--- src/rtl/fp_addsub_sequencer.sv ---
// Multi-cycle binary32 add/subtract controller: capture, align, add/sub,
// normalize, round, then hold the result behind an output handshake.
module fp_addsub_sequencer (
  input  logic        clk,
  input  logic        rst,
  input  logic        in_valid,
  output logic        in_ready,
  input  logic [31:0] a,
  input  logic [31:0] b,
  input  logic        op,
  output logic        out_valid,
  input  logic        out_ready,
  output logic [31:0] result,
  output logic        flag_overflow,
  output logic        flag_underflow,
  output logic        flag_invalid
);
  typedef enum logic [2:0] {IDLE, ALIGN, ADDSUB, NORM, ROUND, DONE} state_t;

  state_t             state;
  logic               sa, sb, spec, spec_inv, sign, sub, zero_n, unf_n;
  logic               ovf_q, unf_q, inv_q;
  logic [7:0]         ea, eb;
  logic [26:0]        ma, mb, man_big, man_small, man_n;
  logic [27:0]        sum;
  logic [31:0]        spec_res, res_q;
  logic signed [9:0]  exp_w;

  logic [31:0] bx, cap_res;
  logic        a_zero, b_zero, a_inf, b_inf, a_nan, b_nan, cap_spec, cap_inv;
  logic        swap, lost, inc, fin_ovf, fin_unf, fin_inv;
  logic [7:0]  big_e, diff;
  logic [26:0] sml_m, shr, norm_m;
  logic [4:0]  lz;
  logic [24:0] rnd;
  logic signed [9:0] exp_l, exp_rnd;
  logic [31:0] fin_res;

  function automatic logic [4:0] lzc27(input logic [26:0] v);
    lzc27 = 5'd27;
    for (int i = 0; i < 27; i++) begin
      if (v[i]) lzc27 = 5'(26 - i);
    end
  endfunction

  // Special-operand decode on the raw inputs (subnormals count as zero)
  always_comb begin
    bx     = {b[31] ^ op, b[30:0]};
    a_zero = (a[30:23] == 8'd0);
    b_zero = (b[30:23] == 8'd0);
    a_inf  = (a[30:23] == 8'hFF) && (a[22:0] == 23'd0);
    b_inf  = (b[30:23] == 8'hFF) && (b[22:0] == 23'd0);
    a_nan  = (a[30:23] == 8'hFF) && (a[22:0] != 23'd0);
    b_nan  = (b[30:23] == 8'hFF) && (b[22:0] != 23'd0);
    cap_spec = 1'b1;
    cap_inv  = 1'b0;
    cap_res  = 32'h7FC0_0000;
    if (a_nan || b_nan) begin
      cap_res = 32'h7FC0_0000;
    end else if (a_inf && b_inf && (a[31] != bx[31])) begin
      cap_inv = 1'b1;
    end else if (a_inf) begin
      cap_res = a;
    end else if (b_inf) begin
      cap_res = bx;
    end else if (a_zero && b_zero) begin
      cap_res = {a[31] & bx[31], 31'd0};
    end else begin
      cap_spec = 1'b0;
    end
  end

  // Alignment, normalization and rounding datapath
  always_comb begin
    swap  = {eb, mb} > {ea, ma};
    big_e = swap ? eb : ea;
    sml_m = swap ? ma : mb;
    diff  = swap ? (eb - ea) : (ea - eb);
    shr   = 27'd0;
    lost  = 1'b0;
    if (diff >= 8'd27) begin
      lost = |sml_m;
    end else begin
      shr  = sml_m >> diff;
      lost = |(sml_m & ((27'd1 << diff) - 27'd1));
    end
    lz      = lzc27(sum[26:0]);
    norm_m  = sum[26:0] << lz;
    exp_l   = exp_w - $signed({5'd0, lz});
    inc     = man_n[2] & (man_n[1] | man_n[0] | man_n[3]);
    rnd     = {1'b0, man_n[26:3]} + {24'd0, inc};
    exp_rnd = rnd[24] ? exp_w + 10'sd1 : exp_w;
    fin_ovf = 1'b0;
    fin_unf = 1'b0;
    fin_inv = 1'b0;
    if (spec) begin
      fin_res = spec_res;
      fin_inv = spec_inv;
    end else if (zero_n) begin
      fin_res = 32'd0;
    end else if (unf_n) begin
      fin_res = {sign, 31'd0};
      fin_unf = 1'b1;
    end else if (exp_rnd >= 10'sd255) begin
      fin_res = {sign, 8'hFF, 23'd0};
      fin_ovf = 1'b1;
    end else begin
      fin_res = {sign, exp_rnd[7:0], rnd[24] ? rnd[23:1] : rnd[22:0]};
    end
  end

  // Sequencer FSM with registered handshake and result outputs
  always_ff @(posedge clk or posedge rst) begin
    if (rst) begin
      state <= IDLE; in_ready <= 1'b1; out_valid <= 1'b0; result <= 32'd0;
      flag_overflow <= 1'b0; flag_underflow <= 1'b0; flag_invalid <= 1'b0;
      sa <= 1'b0; sb <= 1'b0; ea <= 8'd0; eb <= 8'd0; ma <= 27'd0; mb <= 27'd0;
      spec <= 1'b0; spec_inv <= 1'b0; spec_res <= 32'd0; sign <= 1'b0; sub <= 1'b0;
      exp_w <= 10'sd0; man_big <= 27'd0; man_small <= 27'd0; sum <= 28'd0;
      man_n <= 27'd0; zero_n <= 1'b0; unf_n <= 1'b0;
      res_q <= 32'd0; ovf_q <= 1'b0; unf_q <= 1'b0; inv_q <= 1'b0;
    end else begin
      case (state)
        IDLE: begin
          if (in_valid && in_ready) begin
            sa <= a[31]; sb <= bx[31];
            ea <= a[30:23]; eb <= bx[30:23];
            ma <= a_zero ? 27'd0 : {1'b1, a[22:0], 3'b000};
            mb <= b_zero ? 27'd0 : {1'b1, bx[22:0], 3'b000};
            spec <= cap_spec; spec_inv <= cap_inv; spec_res <= cap_res;
            flag_overflow <= 1'b0; flag_underflow <= 1'b0; flag_invalid <= 1'b0;
            in_ready <= 1'b0;
            state <= ALIGN;
          end else begin
            state <= IDLE;
          end
        end
        ALIGN: begin
          sign      <= swap ? sb : sa;
          sub       <= sa ^ sb;
          exp_w     <= $signed({2'd0, big_e});
          man_big   <= swap ? mb : ma;
          man_small <= {shr[26:1], shr[0] | lost};
          state     <= ADDSUB;
        end
        ADDSUB: begin
          sum   <= sub ? ({1'b0, man_big} - {1'b0, man_small})
                       : ({1'b0, man_big} + {1'b0, man_small});
          state <= NORM;
        end
        NORM: begin
          if (sum[27]) begin
            man_n <= {sum[27:2], sum[1] | sum[0]};
            exp_w <= exp_w + 10'sd1;
            zero_n <= 1'b0; unf_n <= 1'b0;
          end else if (lz == 5'd27) begin
            man_n <= 27'd0;
            zero_n <= 1'b1; unf_n <= 1'b0;
          end else begin
            man_n <= norm_m;
            exp_w <= exp_l;
            zero_n <= 1'b0; unf_n <= (exp_l <= 10'sd0);
          end
          state <= ROUND;
        end
        ROUND: begin
          res_q <= fin_res; ovf_q <= fin_ovf; unf_q <= fin_unf; inv_q <= fin_inv;
          state <= DONE;
        end
        DONE: begin
          // First DONE cycle loads the output register; later cycles wait for the consumer
          if (!out_valid) begin
            result <= res_q; flag_overflow <= ovf_q;
            flag_underflow <= unf_q; flag_invalid <= inv_q;
            out_valid <= 1'b1;
          end else if (out_ready) begin
            out_valid <= 1'b0; in_ready <= 1'b1; state <= IDLE;
          end else begin
            out_valid <= 1'b1;
          end
        end
        default: begin
          state <= IDLE; in_ready <= 1'b1; out_valid <= 1'b0;
        end
      endcase
    end
  end
endmodule

--- config.mk ---
export PLATFORM = sky130hd
export DESIGN_NAME = fp_addsub_sequencer
export DESIGN_NICKNAME = d
export VERILOG_FILES = /design/src/rtl/fp_addsub_sequencer.sv
export SDC_FILE = /design/constraint.sdc
export NUM_CORES = 1
export LEC_CHECK = 0
export CORE_MARGIN = 4
export CORE_UTILIZATION = 24
export CTS_BUF_LIST = sky130_fd_sc_hd__clkbuf_16
export CTS_CLUSTER_DIAMETER = 40
export DETAILED_ROUTE_END_ITERATION = 16
export DONT_BUFFER_PORTS = 1
export SLEW_MARGIN = 20
export SYNTH_ARGS = -nofsm -noshare
export SYNTH_HDL_FRONTEND = slang
export SYNTH_SLANG_ARGS = --single-unit
--- constraint.sdc ---
create_clock -name clk -period 24 [get_ports clk]
set_input_delay 2.4 -clock clk [delete_from_list [all_inputs] [get_ports clk]]
set_output_delay 2.4 -clock clk [all_outputs]
set_load 0.01 [all_outputs]
==> qor.csv <==
metric,value,unit
first-pass GRT wire length,97100,µm
unrepaired setup endpoints after global routing,false,
Fin. Hold Viols,0,
Worst Tran Pin Value,1.052,ns
status,completed,
Antenna Nets Post-Route,0,
total grt overflow,0,
Final GP Congestion,0.9303,
clk buf depth,3,
starting density of the core,0.2429,
DIE HEIGHT,294.0,µm
MaxCap Viol Count,0,
reg2reg start,eb[0],
total core area,0.08081,mm²
Reg2Reg Setup Slack,18.15,ns
wire per inst,18.66,µm
"EDFF count, synth",0,
startpoint types,register,
worst setup path startpoint,eb[0],
Reg-to-Reg End,man_small[0],
worst-path cell chain,ha_1 -> nand4_1 -> nor4_1 -> a21boi_1 -> o41ai_2 -> nand2_4 -> buf_4 -> mux2_2 -> mux4_2 -> nor4_1 -> nor3_1 -> nor3_1 -> nor4_1 -> a21oi_1,
port bufs,0,
"Reg clk slew, reported paths",0.06,ns
Setup CP Type,register to register,
"Seq/Total Area, Yosys",0.3761,
setup_tns,0,ns
vias in the first global route,16030,
critical path depth in cells,14,
Mapped Area,0.01963,mm²
Die X,294.0,µm
later-pin clock latency in the skew report,0.57,ns
share of cells above drive strength 1,0.09771,
Synth async-reset ratio,1.000,
Hold Crit Class,register to register,
Mapped Avg Cell Area,8.636,µm²
main flop type after synthesis,dfrtp_1,
CTS sink count,295,
DR vias/cell,5.130,
CP endpoint kind,register,
largest net degree at the start of global routing,181,
detailed-route via count,16890,
io pins,106,
Synth cell types,83,
Ys Warns,0,
number of synthesized register bits,295,
max-slew violations,0,
clock skew,0.03007,ns
CP dominant cell by count,nor4_1,
Area Growth Syn to Fin,11.68,%
DRT iter0 DRCs,1532,
"commonest non-fill, non-tap cell in the layout",dfrtp_1,
Worst path top cell family by delay,simple AND/OR/NAND/NOR gates,
cells after synthesis,2273,
fin crit period,5.848,ns
final number of setup-violating endpoints,0,
Core Rows,104,
CTS H-tree lvls,2,
TritonCTS clock tree,built,
critical path arrival,6.27,ns
hold_buf cts,0,
most frequent cells in the layout,"294 x dfrtp_1, 289 x nand2_1, 191 x nor2_1, 191 x o21ai_0, 173 x a21oi_1",
Num CTS Buffers,40,
FMAX,171.0,MHz
CP max FO,89,
DRC errors left,0,
Fin Hold WS,0.4763,ns
"Net Count, Synth",2418,
Rel. slew slack,0.2988,
WP buf/inv,1,
post-CTS sizing,0,
"Slowest-stage cell, CP",buf_4,
die area,0.08643,mm²
DRT Wirelength,61420,µm
Final HPWL DP,45450,µm
CTS Root Cell,clkbuf_16,
worst reg-to-reg path cell count,14,
"Req. time, crit path",24.42,ns
Post CTS Setup Buffer Count,0,
All-Layer GR Usage,0.1400,
drt pass-1 iters,5,
antenna violations before repair,1,
Worst path max stage delay,0.79,ns
Final nets,2344,
final worst path period share,0.2437,
worst setup path endpoint,man_small[0],
==> cells in the mapped netlist, types with 21 or more instances <==
master	instances	area share
a22o_1	32	0.014
xnor2_1	59	0.026
xor2_1	31	0.014
ha_1	73	0.047
inv_1	71	0.014
mux2_2	54	0.031
o22ai_1	26	0.0083
and3_1	21	0.0067
mux4_2	23	0.026
nand3_1	66	0.017
mux2i_1	82	0.042
dfrtp_1	294	0.37
a21o_1	30	0.011
nor3_1	55	0.014
a21oi_1	175	0.045
o21ai_0	191	0.049
nand4_1	25	0.0080
clkbuf_1	114	0.022
nor2_1	194	0.037
nor4_1	38	0.012
o21a_1	21	0.0080
and2_1	40	0.013
nand2_1	292	0.056
==> worst min-delay path: stages (launching register included) <==
cell	delay, ns
dfrtp_1	0.34
nand2_1	0.04
o21ai_0	0.06
==> registers in the layout, summed over array words and instances (netlist names), 3 cells and up <==
register   count
man_big       24
man_small     27
res_q         32
mb            24
man_n         27
exp_w         10
result        32
eb             8
spec_res      32
sum           28
ea             8
ma            24
state          3
==> area by class of cell <==
class	count	area (µm²)
Antenna cell	1	2.502
Clock buffer	40	1001
Clock inverter	34	274.0
Fill cell	8643	58880
Inverter	76	292.8
Multi-Input combinational cell	1758	11420
Sequential cell	295	7383
Tap cell	1060	1326
Timing Repair Buffer	28	222.7
==> cell families after synthesis <==
family          share of synthesized area
simple gates                       0.1891
flops                              0.3761
xor+xnor                          0.04016
compound gates                     0.2012
buf+inv                           0.04404
mux                               0.09988
fa+ha+maj                         0.04959
==> stage by stage <==
stage	cell area, µm²	setup WS, ns	std cells	util
CTS	21920	18.30	3291	0.2713
global placement	20650	18.38	3217	0.2555
floorplan	19630	13.45	2273	-
finish	21920	18.15	3292	0.2713
detailed placement	20650	18.36	3217	0.2555
global route	21920	17.88	3291	0.2713
==> per-layer routing <==
layer,vias up,global-route usage,routed length [µm]
li1,8055,-,-
met1,8168,0.2015,28460
met2,563,0.2110,26720
met3,99,0.03057,4494
met4,2,0.03967,1737
met5,-,0,13
==> worst min path at each step <==
stage	start	to	slack [ns]	cells past startpoint
2_1_floorplan	inv_q	inv_q	0.44	2
3_3_place_gp	inv_q	inv_q	0.45	2
3_5_place_dp	inv_q	inv_q	0.46	2
4_1_cts	inv_q	inv_q	0.48	2
5_1_grt	inv_q	inv_q	0.49	2
6_report	res_q[2]	res_q[2]	0.48	2
Power is left out: the tool's default activity adds up to more than one toggle a clock period on the data nets, which glitch-free logic cannot reach.
